==> config.mk <==
export PLATFORM = sky130hd
export DESIGN_NAME = cache_write_buffer_flat
export DESIGN_NICKNAME = d
export VERILOG_FILES = /design/src/rtl/cache_write_buffer_pkg.sv /design/src/rtl/cache_write_buffer_if.sv /design/src/rtl/cache_write_buffer_fifo.sv /design/src/rtl/cache_write_buffer.sv /design/src/flat_wrapper.sv
export SDC_FILE = /design/constraint.sdc
export NUM_CORES = 1
export LEC_CHECK = 0
export CAP_MARGIN = 20
export CORE_MARGIN = 5
export CORE_UTILIZATION = 40
export DETAILED_ROUTE_END_ITERATION = 8
export PLACE_DENSITY = 0.68
export SLEW_MARGIN = 5
export SYNTH_ARGS = -nofsm -noshare
export SYNTH_HDL_FRONTEND = slang
export SYNTH_HIERARCHICAL = 1
export SYNTH_SLANG_ARGS = --single-unit
==> constraint.sdc <==
create_clock -name clk -period 3.1 [get_ports clk]
set_input_delay 0.31 -clock clk [delete_from_list [all_inputs] [get_ports clk]]
set_output_delay 0.31 -clock clk [all_outputs]
set_load 0.02 [all_outputs]
==> src/rtl/cache_write_buffer_pkg.sv <==
// rtl/cache_write_buffer_pkg.sv - shared widths and FSM state type for the write buffer
package cache_write_buffer_pkg;

    localparam int DEF_DEPTH  = 4;
    localparam int DEF_ADDR_W = 10;
    localparam int DEF_DATA_W = 32;
    localparam int DEF_LINE_W = 128;

    typedef enum logic [1:0] {
        IDLE  = 2'd0,
        DRAIN = 2'd1,
        READ  = 2'd2
    } state_t;

endpackage

==> src/rtl/cache_write_buffer_if.sv <==
// rtl/cache_write_buffer_if.sv - cache-side and memory-side signal bundle of the write buffer
interface cache_write_buffer_if #(
    parameter int ADDR_W = cache_write_buffer_pkg::DEF_ADDR_W,
    parameter int DATA_W = cache_write_buffer_pkg::DEF_DATA_W,
    parameter int LINE_W = cache_write_buffer_pkg::DEF_LINE_W
);
    // cache controller side
    logic              wr_req;
    logic [ADDR_W-1:0] wr_addr;
    logic [DATA_W-1:0] wr_data;
    logic              wr_accept;
    logic              rd_req;
    logic [ADDR_W-1:0] rd_addr;
    logic              rd_ready;
    logic [LINE_W-1:0] rd_data;
    logic              busy;
    // data memory side
    logic              mem_write_access;
    logic              mem_read_access;
    logic [ADDR_W-1:0] mem_address;
    logic [DATA_W-1:0] mem_wdata;
    logic              mem_ready;
    logic [LINE_W-1:0] mem_rdata;

    modport slave (
        input  wr_req, wr_addr, wr_data, rd_req, rd_addr, mem_ready, mem_rdata,
        output wr_accept, rd_ready, rd_data, busy,
               mem_write_access, mem_read_access, mem_address, mem_wdata
    );

    modport master (
        output wr_req, wr_addr, wr_data, rd_req, rd_addr, mem_ready, mem_rdata,
        input  wr_accept, rd_ready, rd_data, busy,
               mem_write_access, mem_read_access, mem_address, mem_wdata
    );
endinterface

==> src/rtl/cache_write_buffer_fifo.sv <==
// rtl/cache_write_buffer_fifo.sv - in-order write entry FIFO with wrapping pointers and occupancy count
module wbuf_fifo #(
    parameter int DEPTH = 4,
    parameter int WIDTH = 42
) (
    input  logic                       clk,
    input  logic                       rst_n,
    input  logic                       push,
    input  logic                       pop,
    input  logic [WIDTH-1:0]           push_data,
    output logic [WIDTH-1:0]           head_data,
    output logic                       full,
    output logic                       empty,
    output logic [$clog2(DEPTH):0]     count
);
    localparam int PTR_W = $clog2(DEPTH);
    localparam int CNT_W = PTR_W + 1;

    logic [WIDTH-1:0] storage [DEPTH];
    logic [PTR_W-1:0] wr_ptr;
    logic [PTR_W-1:0] rd_ptr;

    assign head_data = storage[rd_ptr];
    assign full      = (count == CNT_W'(DEPTH));
    assign empty     = (count == '0);

    // storage is never reset; stale contents are unreachable while count is zero
    always_ff @(posedge clk) begin
        if (push) begin
            storage[wr_ptr] <= push_data;
        end
    end

    // pointers wrap naturally because DEPTH is a power of two
    always_ff @(posedge clk or negedge rst_n) begin
        if (!rst_n) begin
            wr_ptr <= '0;
            rd_ptr <= '0;
            count  <= '0;
        end else begin
            if (push) begin
                wr_ptr <= wr_ptr + PTR_W'(1);
            end
            if (pop) begin
                rd_ptr <= rd_ptr + PTR_W'(1);
            end
            case ({push, pop})
                2'b10:   count <= count + CNT_W'(1);
                2'b01:   count <= count - CNT_W'(1);
                default: count <= count;
            endcase
        end
    end

endmodule

==> src/rtl/cache_write_buffer.sv <==
// rtl/cache_write_buffer.sv - write-through buffer draining to data memory ahead of line refills
module cache_write_buffer
    import cache_write_buffer_pkg::*;
#(
    parameter int DEPTH  = DEF_DEPTH,
    parameter int ADDR_W = DEF_ADDR_W,
    parameter int DATA_W = DEF_DATA_W,
    parameter int LINE_W = DEF_LINE_W
) (
    input  logic                 clk,
    input  logic                 rst_n,
    cache_write_buffer_if.slave  bus
);
    localparam int ENT_W = ADDR_W + DATA_W;

    state_t            state, state_n;
    logic [ADDR_W-1:0] addr_q, addr_n;
    logic [DATA_W-1:0] wdata_q, wdata_n;
    logic              wa_q, wa_n;
    logic              ra_q, ra_n;
    logic              rdy_q, rdy_n;
    logic [LINE_W-1:0] rdata_q, rdata_n;

    logic                    push;
    logic                    pop;
    logic                    full;
    logic                    empty;
    logic [ENT_W-1:0]        head;
    logic [$clog2(DEPTH):0]  count;

    // a full FIFO refuses writes even when the head pops in the same cycle
    assign push = bus.wr_req & ~full;

    wbuf_fifo #(
        .DEPTH (DEPTH),
        .WIDTH (ENT_W)
    ) u_fifo (
        .clk       (clk),
        .rst_n     (rst_n),
        .push      (push),
        .pop       (pop),
        .push_data ({bus.wr_addr, bus.wr_data}),
        .head_data (head),
        .full      (full),
        .empty     (empty),
        .count     (count)
    );

    assign bus.wr_accept        = push;
    assign bus.mem_write_access = wa_q;
    assign bus.mem_read_access  = ra_q;
    assign bus.mem_address      = addr_q;
    assign bus.mem_wdata        = wdata_q;
    assign bus.rd_ready         = rdy_q;
    assign bus.rd_data          = rdata_q;
    assign bus.busy             = (count != '0) || (state != IDLE);

    // state and registered memory-port outputs; reset abandons any access in flight
    always_ff @(posedge clk or negedge rst_n) begin
        if (!rst_n) begin
            state   <= IDLE;
            addr_q  <= '0;
            wdata_q <= '0;
            wa_q    <= 1'b0;
            ra_q    <= 1'b0;
            rdy_q   <= 1'b0;
            rdata_q <= '0;
        end else begin
            state   <= state_n;
            addr_q  <= addr_n;
            wdata_q <= wdata_n;
            wa_q    <= wa_n;
            ra_q    <= ra_n;
            rdy_q   <= rdy_n;
            rdata_q <= rdata_n;
        end
    end

    // drains take priority so a refill never overtakes a buffered write
    always_comb begin
        state_n = state;
        addr_n  = addr_q;
        wdata_n = wdata_q;
        wa_n    = wa_q;
        ra_n    = ra_q;
        rdy_n   = 1'b0;
        rdata_n = rdata_q;
        pop     = 1'b0;
        case (state)
            IDLE: begin
                if (!empty) begin
                    state_n = DRAIN;
                    addr_n  = head[ENT_W-1:DATA_W];
                    wdata_n = head[DATA_W-1:0];
                    wa_n    = 1'b1;
                end else if (bus.rd_req) begin
                    state_n = READ;
                    addr_n  = bus.rd_addr;
                    ra_n    = 1'b1;
                end
            end
            DRAIN: begin
                if (bus.mem_ready) begin
                    pop     = 1'b1;
                    wa_n    = 1'b0;
                    state_n = IDLE;
                end
            end
            READ: begin
                if (bus.mem_ready) begin
                    rdata_n = bus.mem_rdata;
                    rdy_n   = 1'b1;
                    ra_n    = 1'b0;
                    state_n = IDLE;
                end
            end
            default: begin
                state_n = IDLE;
                wa_n    = 1'b0;
                ra_n    = 1'b0;
            end
        endcase
    end

endmodule

==> src/flat_wrapper.sv <==
// flat-port wrapper written by rule: the top's interface ports become plain ports
module cache_write_buffer_flat import cache_write_buffer_pkg::*;
#(
    parameter int DEPTH  = DEF_DEPTH,
    parameter int ADDR_W = DEF_ADDR_W,
    parameter int DATA_W = DEF_DATA_W,
    parameter int LINE_W = DEF_LINE_W
)
  (clk, rst_n, bus_wr_req, bus_wr_addr, bus_wr_data, bus_rd_req, bus_rd_addr, bus_mem_ready, bus_mem_rdata, bus_wr_accept, bus_rd_ready, bus_rd_data, bus_busy, bus_mem_write_access, bus_mem_read_access, bus_mem_address, bus_mem_wdata);
  cache_write_buffer_if #(.ADDR_W(ADDR_W), .DATA_W(DATA_W), .LINE_W(LINE_W)) bus_i ();
  input  logic clk;
  input  logic rst_n;
  input wire logic [$bits(bus_i.wr_req)-1:0] bus_wr_req;
  input wire logic [$bits(bus_i.wr_addr)-1:0] bus_wr_addr;
  input wire logic [$bits(bus_i.wr_data)-1:0] bus_wr_data;
  input wire logic [$bits(bus_i.rd_req)-1:0] bus_rd_req;
  input wire logic [$bits(bus_i.rd_addr)-1:0] bus_rd_addr;
  input wire logic [$bits(bus_i.mem_ready)-1:0] bus_mem_ready;
  input wire logic [$bits(bus_i.mem_rdata)-1:0] bus_mem_rdata;
  output wire logic [$bits(bus_i.wr_accept)-1:0] bus_wr_accept;
  output wire logic [$bits(bus_i.rd_ready)-1:0] bus_rd_ready;
  output wire logic [$bits(bus_i.rd_data)-1:0] bus_rd_data;
  output wire logic [$bits(bus_i.busy)-1:0] bus_busy;
  output wire logic [$bits(bus_i.mem_write_access)-1:0] bus_mem_write_access;
  output wire logic [$bits(bus_i.mem_read_access)-1:0] bus_mem_read_access;
  output wire logic [$bits(bus_i.mem_address)-1:0] bus_mem_address;
  output wire logic [$bits(bus_i.mem_wdata)-1:0] bus_mem_wdata;
  assign bus_i.wr_req = bus_wr_req;
  assign bus_i.wr_addr = bus_wr_addr;
  assign bus_i.wr_data = bus_wr_data;
  assign bus_i.rd_req = bus_rd_req;
  assign bus_i.rd_addr = bus_rd_addr;
  assign bus_i.mem_ready = bus_mem_ready;
  assign bus_i.mem_rdata = bus_mem_rdata;
  assign bus_wr_accept = bus_i.wr_accept;
  assign bus_rd_ready = bus_i.rd_ready;
  assign bus_rd_data = bus_i.rd_data;
  assign bus_busy = bus_i.busy;
  assign bus_mem_write_access = bus_i.mem_write_access;
  assign bus_mem_read_access = bus_i.mem_read_access;
  assign bus_mem_address = bus_i.mem_address;
  assign bus_mem_wdata = bus_i.mem_wdata;
  cache_write_buffer #(.DEPTH(DEPTH), .ADDR_W(ADDR_W), .DATA_W(DATA_W), .LINE_W(LINE_W)) u_core (.clk(clk), .rst_n(rst_n), .bus(bus_i));
endmodule
==> impl_metrics.ini <==
[die]
die_h_um = 194
start_util_pct = 40.4
ios = 360
die_w_um = 194
core_mm2 = 0.0334
dieArea_mm2 = 0.0376
core.rowCount = 67

[critical_path]
crit_arrival_ns = 2.40
crit_path_end_kind = output port
reg2reg_slack_ns = 0.91
reg2regPathDepth = 10
r2r-end = u_core/u_fifo/count[2]$_DFFE_PN0P_
critPathKind = reg2out
r2r_start = u_core/u_fifo/count[1]$_DFFE_PN0P_
cp_max_fo = 9
cp-start-kind = flip-flop
required_ns = 2.79

[clocking]
htreeDepth = 2
clock_sinks = 350
path_clk_slew_ns = 0.06
cts_buffer_depth = 3
tritoncts = yes
clock_latency_ns = 0.52
cts_made_buffers = 38
cts-root-buf = clkbuf_16

[final_layout]
drive_above_1_share_pct = 28.8
layout.nets = 1238
syn_to_final_growth_pct = 39.7
fillers = 2606

[routing]
drcViolationCount = 0
avgRoutedWirePerCell_um = 22.6
routed_wirelength_um = 34400
vias = 7297
via_per_inst = 4.79
first_pass_iters = 4
drtIter0Drc = 273
ant_nets = 0

[sta]
slew_headroom_pct = 45.5
whs_ns = 0.408
fmax_mhz = 369
worst-slew-pin-transition_ns = 0.817
finalCritPeriodShare_pct = 87.4
finalMaxSlewViolations = 0
setup_violations = 0
min_period_ns = 2.71
tns_ns = 0
hold_viol_final = 0
rsz0062_at_grt = false
fin_skew_ns = 0.0106

[synth]
ys.flop_type = dfrtp_1
synth_area_mm2 = 0.0135
synth.top_cells.by_area = edfxtp_1, dfrtp_1, mux2_2
avgSynthCellArea_um2 = 20.6
syn-num-nets = 852
yosysTopAreaCell = edfxtp_1
yosysSeqAreaShare_pct = 71.0
ys_top_cells_by_count = dfrtp_1, edfxtp_1, mux2_2
ys_seq_elements = 350
synth_cells = 657
yosysWarnings = 6
postSynth.asyncResetShare_pct = 52.0
yosysUniqueCellTypes = 31
netlist.area_leader.share_pct = 37.3
yosys.cell_count.top_type = dfrtp_1
synth_edf_count = 168

[min_path]
worst_hold_path_type = in2reg
min_to = u_core/bus.rd_data[33]$_DFFE_PN0P_
whs_path_depth = 2
hp-start = bus_mem_rdata[33]

[placement]
hpwl_um = 23700
place_congestion = 0.800
port_buffers = 359

[global_routing]
grt_pass1_vias = 7838
grt_pass1_wl_um = 51800
gr-usage-all-layers_pct = 18.0
grt_max_degree = 91
antenna_found_initial = 6
grt-ovfl-total = 0

[flow_run]
maxCapViolCount = 0

[power_and_ir_drop]
p_leak_nw = 7.29
peakVddDrop_mv = 0.528
power.density_mw_per_mm2 = 1070

[outcome]
status = complete, no violations
## power by group
| part | switching (mW) | leakage (nW) | total (mW) | internal, mW |
|---|---|---|---|---|
| Sequential | 0.884 | 3.77 | 7.41 | 6.52 |
| Clock | 1.84 | 0.635 | 4.62 | 2.78 |
| Combinational | 3.70 | 2.89 | 8.14 | 4.44 |
## repair_timing
action | 4_1_cts | 5_1_grt
setup buffers | 0 | 0
hold buffers | 1 | 0
gates resized for setup | 0 | 0
hold endpoints to repair | 87 | 0
## flip-flops by register name, indices dropped and copies added (netlist names)
name and count:
u_core/bus.mem_wdata 32, u_core/bus.mem_write_access 1, u_core/bus.mem_read_access 1, u_core/state 2, u_core/u_fifo/count 3, u_core/u_fifo/wr_ptr 2, u_core/u_fifo/rd_ptr 2, u_core/bus.mem_address 10
u_core/bus.rd_ready 1, u_core/u_fifo/storage 168, u_core/bus.rd_data 128
## cell type report
cell class	count	area, µm²	area share [%]
clock inverters	20	241	1.28
well taps	448	561	2.97
multi-input cells	268	3560	18.8
inverters	10	37.5	0.199
repair buffers	375	3820	20.2
diodes	3	7.51	0.0397
clock buffers	49	1060	5.63
flip-flops and latches	350	9600	50.8
## routing by layer
layer / part of all wire [%] / global-route usage (%) / vias to the layer above
met4: 1.6 / 4.11 / 6
met5: 0.14 / 0 / -
met2: 50 / 30.5 / 274
met3: 8.0 / 6.39 / 45
met1: 40 / 22.3 / 3690
li1: - / - / 3282
## through the flow
step	cell area, µm²	cells	util [%]	power [mW]	setup WS, ns
detailed placement	17600	1450	52.5	15.8	0.807
floorplan	13500	657	-	12.3	0.433
CTS	18900	1520	56.5	20.5	0.353
global route	18900	1522	56.5	21.2	0.232
finish	18900	1523	56.5	20.2	0.391
global placement	17600	1450	52.5	15.7	0.846
## cells by family after synthesis
kind of cell / Yosys count / synth area share (%)
and+or+nand+nor: 21 / 0.925
muxes: 224 / 23.4
xor gates and xnor gates: 6 / 0.388
adders and majority gates: 10 / 0.981
AOI/OAI and AO/OA: 7 / 0.426
DFF: 350 / 71.0
buffers and inverters: 39 / 2.87
## layout by cell type, fill, tap and decap left out, drive strengths merged, types with 2 or more instances in the layout
cell / n
clkdlybuf4s50: 358
dfrtp: 182
mux2: 182
edfxtp: 168
clkbuf: 50
mux4: 42
buf: 15
inv: 12
clkinv: 11
ha: 9
and2: 7
nor2b: 5
bufinv: 4
xor2: 4
diode: 3
clkinvlp: 3
nand2: 3
o21ai: 3
xnor2: 2
nor3: 2
## how the worst max path moves through the flow
stage                                        from  cells past startpoint  slack, ns                               endpoint
3_3_place_gp                           bus_wr_req                      9       0.85     u_core/u_fifo/count[2]$_DFFE_PN0P_
3_5_place_dp                           bus_wr_req                      9       0.81     u_core/u_fifo/count[2]$_DFFE_PN0P_
2_1_floorplan  u_core/u_fifo/count[1]$_DFFE_PN0P_                      4       0.43  u_core/u_fifo/storage[0][0]$_DFFE_PP_
4_1_cts        u_core/u_fifo/count[1]$_DFFE_PN0P_                      4       0.35                          bus_wr_accept
5_1_grt        u_core/u_fifo/count[0]$_DFFE_PN0P_                      4       0.23                          bus_wr_accept
6_report       u_core/u_fifo/count[1]$_DFFE_PN0P_                      4       0.39                          bus_wr_accept
## worst max-delay path: stages (launching register included)
cell and delay [ns]:
dfrtp_1 0.41, inv_1 0.09, and3_1 0.19, nor2b_1 0.48, clkdlybuf4s50_1 0.72
(Power assumes the default switching activity.)
